[src/rtl/uart_tx_if.sv]
// FIFO-to-transmitter link: head word and empty flag toward the transmitter,
// single-cycle pop strobe back toward the FIFO.
interface uart_tx_if #(
  parameter int WIDTH = 8
);
  logic [WIDTH-1:0] idata;
  logic             empty;
  logic             next;

  modport master (output idata, output empty, input next);
  modport slave  (input idata, input empty, output next);
endinterface

[src/rtl/uart_tx.sv]
// UART serializer: pops words from the upstream FIFO and sends start, data
// (LSB first), optional parity and stop bits, back-to-back while data is available.
module uart_tx #(
  parameter int WIDTH       = 8,
  parameter int CLK_PER_BIT = 868,
  parameter int PARITY      = 0,
  parameter int STOP_BITS   = 1
) (
  input  logic     clk,
  input  logic     rst,
  input  logic     en,
  uart_tx_if.slave fifo,
  output logic     txd,
  output logic     busy,
  output logic     done
);
  localparam int CW = $clog2(CLK_PER_BIT);
  localparam int BW = $clog2(WIDTH + 1);

  typedef enum logic [2:0] {S_IDLE, S_START, S_DATA, S_PARITY, S_STOP} state_t;

  state_t           state_reg;
  logic [CW-1:0]    baud_reg;
  logic [BW-1:0]    bitcnt_reg;
  logic [WIDTH-1:0] shreg_reg;
  logic             par_reg;
  logic             txd_reg;
  logic             next_reg;
  logic             busy_reg;
  logic             done_reg;

  logic             baud_last;
  logic             stop_end;
  logic             load;
  logic             par_calc;
  logic [WIDTH-1:0] shreg_shift;

  assign baud_last   = (baud_reg == CW'(CLK_PER_BIT - 1));
  assign stop_end    = (state_reg == S_STOP) && baud_last && (bitcnt_reg == BW'(STOP_BITS - 1));
  // A new frame may start from idle or in the very last clk of the final stop bit.
  assign load        = en && !fifo.empty && ((state_reg == S_IDLE) || stop_end);
  assign par_calc    = (PARITY == 1) ? ~^fifo.idata : ^fifo.idata;
  assign shreg_shift = shreg_reg >> 1;

  always_ff @(posedge clk or negedge rst) begin
    if (!rst) begin
      state_reg  <= S_IDLE;
      baud_reg   <= '0;
      bitcnt_reg <= '0;
      shreg_reg  <= '0;
      par_reg    <= 1'b0;
      txd_reg    <= 1'b1;
      next_reg   <= 1'b0;
      busy_reg   <= 1'b0;
      done_reg   <= 1'b0;
    end else begin
      next_reg <= 1'b0;
      done_reg <= stop_end;
      if (load) begin
        state_reg  <= S_START;
        shreg_reg  <= fifo.idata;
        par_reg    <= par_calc;
        baud_reg   <= '0;
        bitcnt_reg <= '0;
        txd_reg    <= 1'b0;
        busy_reg   <= 1'b1;
        next_reg   <= 1'b1;
      end else begin
        case (state_reg)
          S_IDLE: begin
            txd_reg  <= 1'b1;
            busy_reg <= 1'b0;
          end
          S_START: begin
            if (baud_last) begin
              baud_reg  <= '0;
              state_reg <= S_DATA;
              txd_reg   <= shreg_reg[0];
            end else begin
              baud_reg <= baud_reg + 1'b1;
            end
          end
          S_DATA: begin
            if (baud_last) begin
              baud_reg  <= '0;
              shreg_reg <= shreg_shift;
              if (bitcnt_reg == BW'(WIDTH - 1)) begin
                bitcnt_reg <= '0;
                if (PARITY != 0) begin
                  state_reg <= S_PARITY;
                  txd_reg   <= par_reg;
                end else begin
                  state_reg <= S_STOP;
                  txd_reg   <= 1'b1;
                end
              end else begin
                bitcnt_reg <= bitcnt_reg + 1'b1;
                txd_reg    <= shreg_shift[0];
              end
            end else begin
              baud_reg <= baud_reg + 1'b1;
            end
          end
          S_PARITY: begin
            if (baud_last) begin
              baud_reg  <= '0;
              state_reg <= S_STOP;
              txd_reg   <= 1'b1;
            end else begin
              baud_reg <= baud_reg + 1'b1;
            end
          end
          S_STOP: begin
            if (baud_last) begin
              baud_reg <= '0;
              if (stop_end) begin
                state_reg <= S_IDLE;
                busy_reg  <= 1'b0;
                txd_reg   <= 1'b1;
              end else begin
                bitcnt_reg <= bitcnt_reg + 1'b1;
              end
            end else begin
              baud_reg <= baud_reg + 1'b1;
            end
          end
          default: state_reg <= S_IDLE;
        endcase
      end
    end
  end

  assign fifo.next = next_reg;
  assign txd       = txd_reg;
  assign busy      = busy_reg;
  assign done      = done_reg;
endmodule

[src/flat_wrapper.sv]
// flat-port wrapper written by rule: the top's interface ports become plain ports
module uart_tx_flat 
#(
  parameter int WIDTH       = 8,
  parameter int CLK_PER_BIT = 868,
  parameter int PARITY      = 0,
  parameter int STOP_BITS   = 1
)
  (clk, rst, en, txd, busy, done, fifo_idata, fifo_empty, fifo_next);
  uart_tx_if #(.WIDTH(WIDTH)) fifo_i ();
  input  logic clk;
  input  logic rst;
  input  logic en;
  output logic txd;
  output logic busy;
  output logic done;
  input wire logic [$bits(fifo_i.idata)-1:0] fifo_idata;
  input wire logic [$bits(fifo_i.empty)-1:0] fifo_empty;
  output wire logic [$bits(fifo_i.next)-1:0] fifo_next;
  assign fifo_i.idata = fifo_idata;
  assign fifo_i.empty = fifo_empty;
  assign fifo_next = fifo_i.next;
  uart_tx #(.WIDTH(WIDTH), .CLK_PER_BIT(CLK_PER_BIT), .PARITY(PARITY), .STOP_BITS(STOP_BITS)) u_core (.clk(clk), .rst(rst), .en(en), .fifo(fifo_i), .txd(txd), .busy(busy), .done(done));
endmodule
[config.mk]
export PLATFORM = sky130hd
export DESIGN_NAME = uart_tx_flat
export DESIGN_NICKNAME = d
export VERILOG_FILES = /design/src/rtl/uart_tx_if.sv /design/src/rtl/uart_tx.sv /design/src/flat_wrapper.sv
export SDC_FILE = /design/constraint.sdc
export NUM_CORES = 1
export LEC_CHECK = 0
export CAP_MARGIN = 20
export CORE_UTILIZATION = 50
export DETAILED_ROUTE_END_ITERATION = 10
export PLACE_DENSITY = 0.67
export SETUP_SLACK_MARGIN = 0.3
export SYNTH_ARGS = -nofsm -noshare
export SYNTH_HDL_FRONTEND = slang
export SYNTH_SLANG_ARGS = --single-unit
[constraint.sdc]
create_clock -name clk -period 4.2 [get_ports clk]
set_input_delay 0.42 -clock clk [delete_from_list [all_inputs] [get_ports clk]]
set_output_delay 0.42 -clock clk [all_outputs]
set_load 0.005 [all_outputs]
==> reports/qor.log <==
qor: global_routing.global_route.usage.total 0.217
qor: die.design.die.area 3490 sq um
qor: global_routing.grt_pass1_wl 5.53 mm
qor: sta.setup_viol 0
qor: global_routing.first_global_vias 1252
qor: finish.layoutNonFillerInstCount 232
qor: routing.drt_pass1_iterations 4
qor: clock_tree.clock_insertion_delay_worst_skew 0.33 ns
qor: die.io-pin-count 16
qor: finish.areaGrowthSynthToFinish 14.5%
qor: worst_setup_path.criticalPathCategory reg2reg
qor: clock_tree.cts_buffers 5
qor: yosys.synth_nets 185
qor: finish.layout.cell_area.non_filler 1860 sq um
qor: die.fp.dieH 59.1 microns
qor: power_and_ir_drop.leakage 0.737 nW
qor: sta.post-route-min-period 2.27 ns
qor: sta.clock-skew-final 0.0107 ns
qor: yosys.synthArstFlopShare 1.00
qor: routing.drc 0
qor: outcome.run_status complete, no violations
qor: clock_tree.cts_buffer_depth 2
qor: sta.finalHoldViolCount 0
qor: worst_setup_path.startpoint_type flip-flop
qor: worst_setup_path.crit-reg2reg-capture u_core.shreg_reg[1]$_DFFE_PN0P_
qor: sta.post-route-worst-setup-slack 1.93 ns
qor: sta.fin_crit_sh 0.539
qor: power_and_ir_drop.power_density 463 nW/um^2
qor: finish.final_cell_mix 28 x sky130_fd_sc_hd__dfrtp_1, 21 x sky130_fd_sc_hd__o21ai_0, 15 x sky130_fd_sc_hd__clkdlybuf4s50_1
qor: clock_tree.post-cts-setup-buffer-count 0
qor: yosys.synth.yosys.seq_area_share 0.447
qor: global_routing.antenna_found_initial 0
qor: flow_run.number_of_violations_of_the_max_capacitance_limit 0
qor: yosys.yosys_most_used_dff sky130_fd_sc_hd__dfrtp_1
qor: sta.slew-limit-headroom 0.551
qor: yosys.ys.warnings.count 0
qor: placement.number_of_i_o_port_buffers 15
qor: routing.wire_per_inst 14.1 microns
qor: worst_setup_path.r2r_path_start u_core.bitcnt_reg[0]$_DFFE_PN0P_
qor: global_routing.maximum_number_of_pins_on_one_net_before_global_route_repair 30
qor: worst_setup_path.timing.critical_path.cells inv_1 > ha_1 > nor3b_2 > nand4_1 > a21oi_4 > mux2i_1 > a21oi_2
qor: worst_hold_path.hold_class in2async
qor: yosys.synth-edff-count 0
qor: sta.max_clock_freq 441 MHz
qor: finish.mostFrequentLayoutCell sky130_fd_sc_hd__dfrtp_1
qor: worst_setup_path.critical_path.max_stage_delay 0.49 ns
qor: clock_tree.clkTransAtPathRegs 0.10 ns
qor: placement.place_hpwl 2.29 mm
qor: placement.gp_congestion 0.863
qor: worst_setup_path.cp_max_fo 12
qor: routing.drt-vias-per-instance 5.63
qor: routing.totalWireLength 3.26 mm
qor: yosys.syn-mean-instance-area 9.58 sq um
qor: sta.worst_pin_slew 0.673 ns
qor: worst_setup_path.cp-startpoint u_core.bitcnt_reg[0]$_DFFE_PN0P_
qor: die.design.core.area 3080 sq um
qor: yosys.synth.distinct_cells 43
qor: placement.place_area 1790 sq um
qor: worst_setup_path.timing.critical_path.to_type flip-flop
qor: clock_tree.cts_tree yes
qor: sta.final_max_slew_viol_count 0
qor: die.horizontal_extent_of_the_die 59.1 microns
qor: finish.diode_count 0
qor: die.initial_core_util 0.529
qor: sta.tns 0 ns
qor: worst_setup_path.r2r_cells 7
qor: worst_setup_path.worst_path_cell_with_the_longest_stage_delay sky130_fd_sc_hd__a21oi_4
qor: die.fp_rows 20
qor: finish.max_reg_flops 10
qor: yosys.flip_flop_and_latch_count_after_synthesis 29
qor: clock_tree.post_cts.resized_instances 0
qor: clock_tree.cts.hold.buffers_added 0
qor: power_and_ir_drop.vdd_ir_drop_max 0.257 mV
qor: yosys.synthesis.instances 170
qor: routing.routed-via-count 1305
qor: yosys.synth_area 1630 sq um
qor: worst_setup_path.slack_of_the_worst_reg_to_reg_path 1.93 ns
qor: routing.route.antenna.remaining_nets 0
qor: worst_setup_path.arrival 2.45 ns
qor: routing.drtIter0Drc 80
qor: clock_tree.clkSinkCount 29
qor: placement.numPlacedInstances 224
qor: finish.finalNetCount 202
qor: clock_tree.h-tree-depth 2
qor: placement.placement.setup.worst_slack 1.85 ns
qor: clock_tree.root_buffer sky130_fd_sc_hd__clkbuf_4
qor: sta.hold_ws 0.472 ns
qor: global_routing.global_route.overflow_total 0
qor: sta.rsz0062_at_grt false
qor: finish.layout-drive-gt1-share 0.133
qor: worst_setup_path.timing.critical_path.required 4.39 ns
cell type report:
class	count	area, sq um
inverter	7	26.3
clock inverter	1	5.00
multi-input combinational	127	821
timing repair buffer	17	165
tap	44	55.1
sequential	29	727
clock buffer	7	65.1
fill	286	1210
layer usage:
layer | global-route usage | vias to the layer above | share of wire
met5 | 0 | - | 0
met4 | 0.119 | 0 | 0.016
met3 | 0.0393 | 7 | 0.046
met2 | 0.328 | 32 | 0.47
met1 | 0.294 | 616 | 0.47
li1 | - | 650 | -
through the flow:
stage	power, W	util
6_report	0.000862	0.606
5_1_grt	0.000927	0.606
4_1_cts	0.000869	0.606
3_5_place_dp	0.000675	0.583
3_3_place_gp	0.000661	0.583
2_1_floorplan	0.000597	-
critical path: cells and delay by family (launching register included):
kind            cells  cell delay, ns
fa+ha+maj           1            0.14
compound gates      2            0.56
flops               1            0.42
buf+inv             1            0.11
mux                 1            0.29
simple gates        2            0.61
synth_stat cells, types with 2 or more instances:
library cell / n / area share
sky130_fd_sc_hd__dfrtp_1: 28 / 0.43
sky130_fd_sc_hd__o21ai_0: 21 / 0.065
sky130_fd_sc_hd__nor2_1: 14 / 0.032
sky130_fd_sc_hd__nand2_1: 11 / 0.025
sky130_fd_sc_hd__inv_1: 7 / 0.016
sky130_fd_sc_hd__mux2i_1: 7 / 0.043
sky130_fd_sc_hd__nand3_1: 7 / 0.022
sky130_fd_sc_hd__nor3_1: 7 / 0.022
sky130_fd_sc_hd__nand2b_1: 6 / 0.023
sky130_fd_sc_hd__a21oi_1: 5 / 0.015
sky130_fd_sc_hd__a21oi_2: 5 / 0.027
sky130_fd_sc_hd__o31ai_1: 5 / 0.023
sky130_fd_sc_hd__buf_2: 4 / 0.012
sky130_fd_sc_hd__and3_1: 3 / 0.012
sky130_fd_sc_hd__buf_6: 3 / 0.021
sky130_fd_sc_hd__ha_1: 3 / 0.023
sky130_fd_sc_hd__a311oi_1: 2 / 0.011
sky130_fd_sc_hd__a31oi_1: 2 / 0.0077
sky130_fd_sc_hd__and3b_1: 2 / 0.011
sky130_fd_sc_hd__nand4_1: 2 / 0.0077
sky130_fd_sc_hd__nor2b_1: 2 / 0.0077
sky130_fd_sc_hd__nor3b_1: 2 / 0.0092
sky130_fd_sc_hd__or3_1: 2 / 0.0077
cell families after synthesis:
kind of cell | count (synthesis) | synth area share
AO/OA/AOI/OAI | 49 | 0.199
XOR/XNOR | 1 | 0.00538
adder cells (fa/ha/maj) | 3 | 0.0231
buffers and inverters | 14 | 0.0492
flip-flops | 29 | 0.447
multiplexers | 8 | 0.0500
AND/OR/NAND/NOR | 66 | 0.227
worst max path at each step:
stage	endpoint	slack, ns	cells past startpoint
finish	u_core.shreg_reg[1]$_DFFE_PN0P_	1.93	7
global route	u_core.shreg_reg[1]$_DFFE_PN0P_	1.77	7
CTS	u_core.shreg_reg[1]$_DFFE_PN0P_	1.93	7
detailed placement	u_core.shreg_reg[6]$_DFFE_PN0P_	1.85	5
global placement	u_core.shreg_reg[1]$_DFFE_PN0P_	1.89	5
floorplan	u_core.shreg_reg[1]$_DFFE_PN0P_	2.32	8
where the power goes:
group | internal, W | total (W) | switching [W]
combinational | 0.000120 | 0.000236 | 0.000117
clock | 0.0000969 | 0.000191 | 0.0000942
sequential | 0.000362 | 0.000435 | 0.0000733
(Power assumes the default switching activity.)
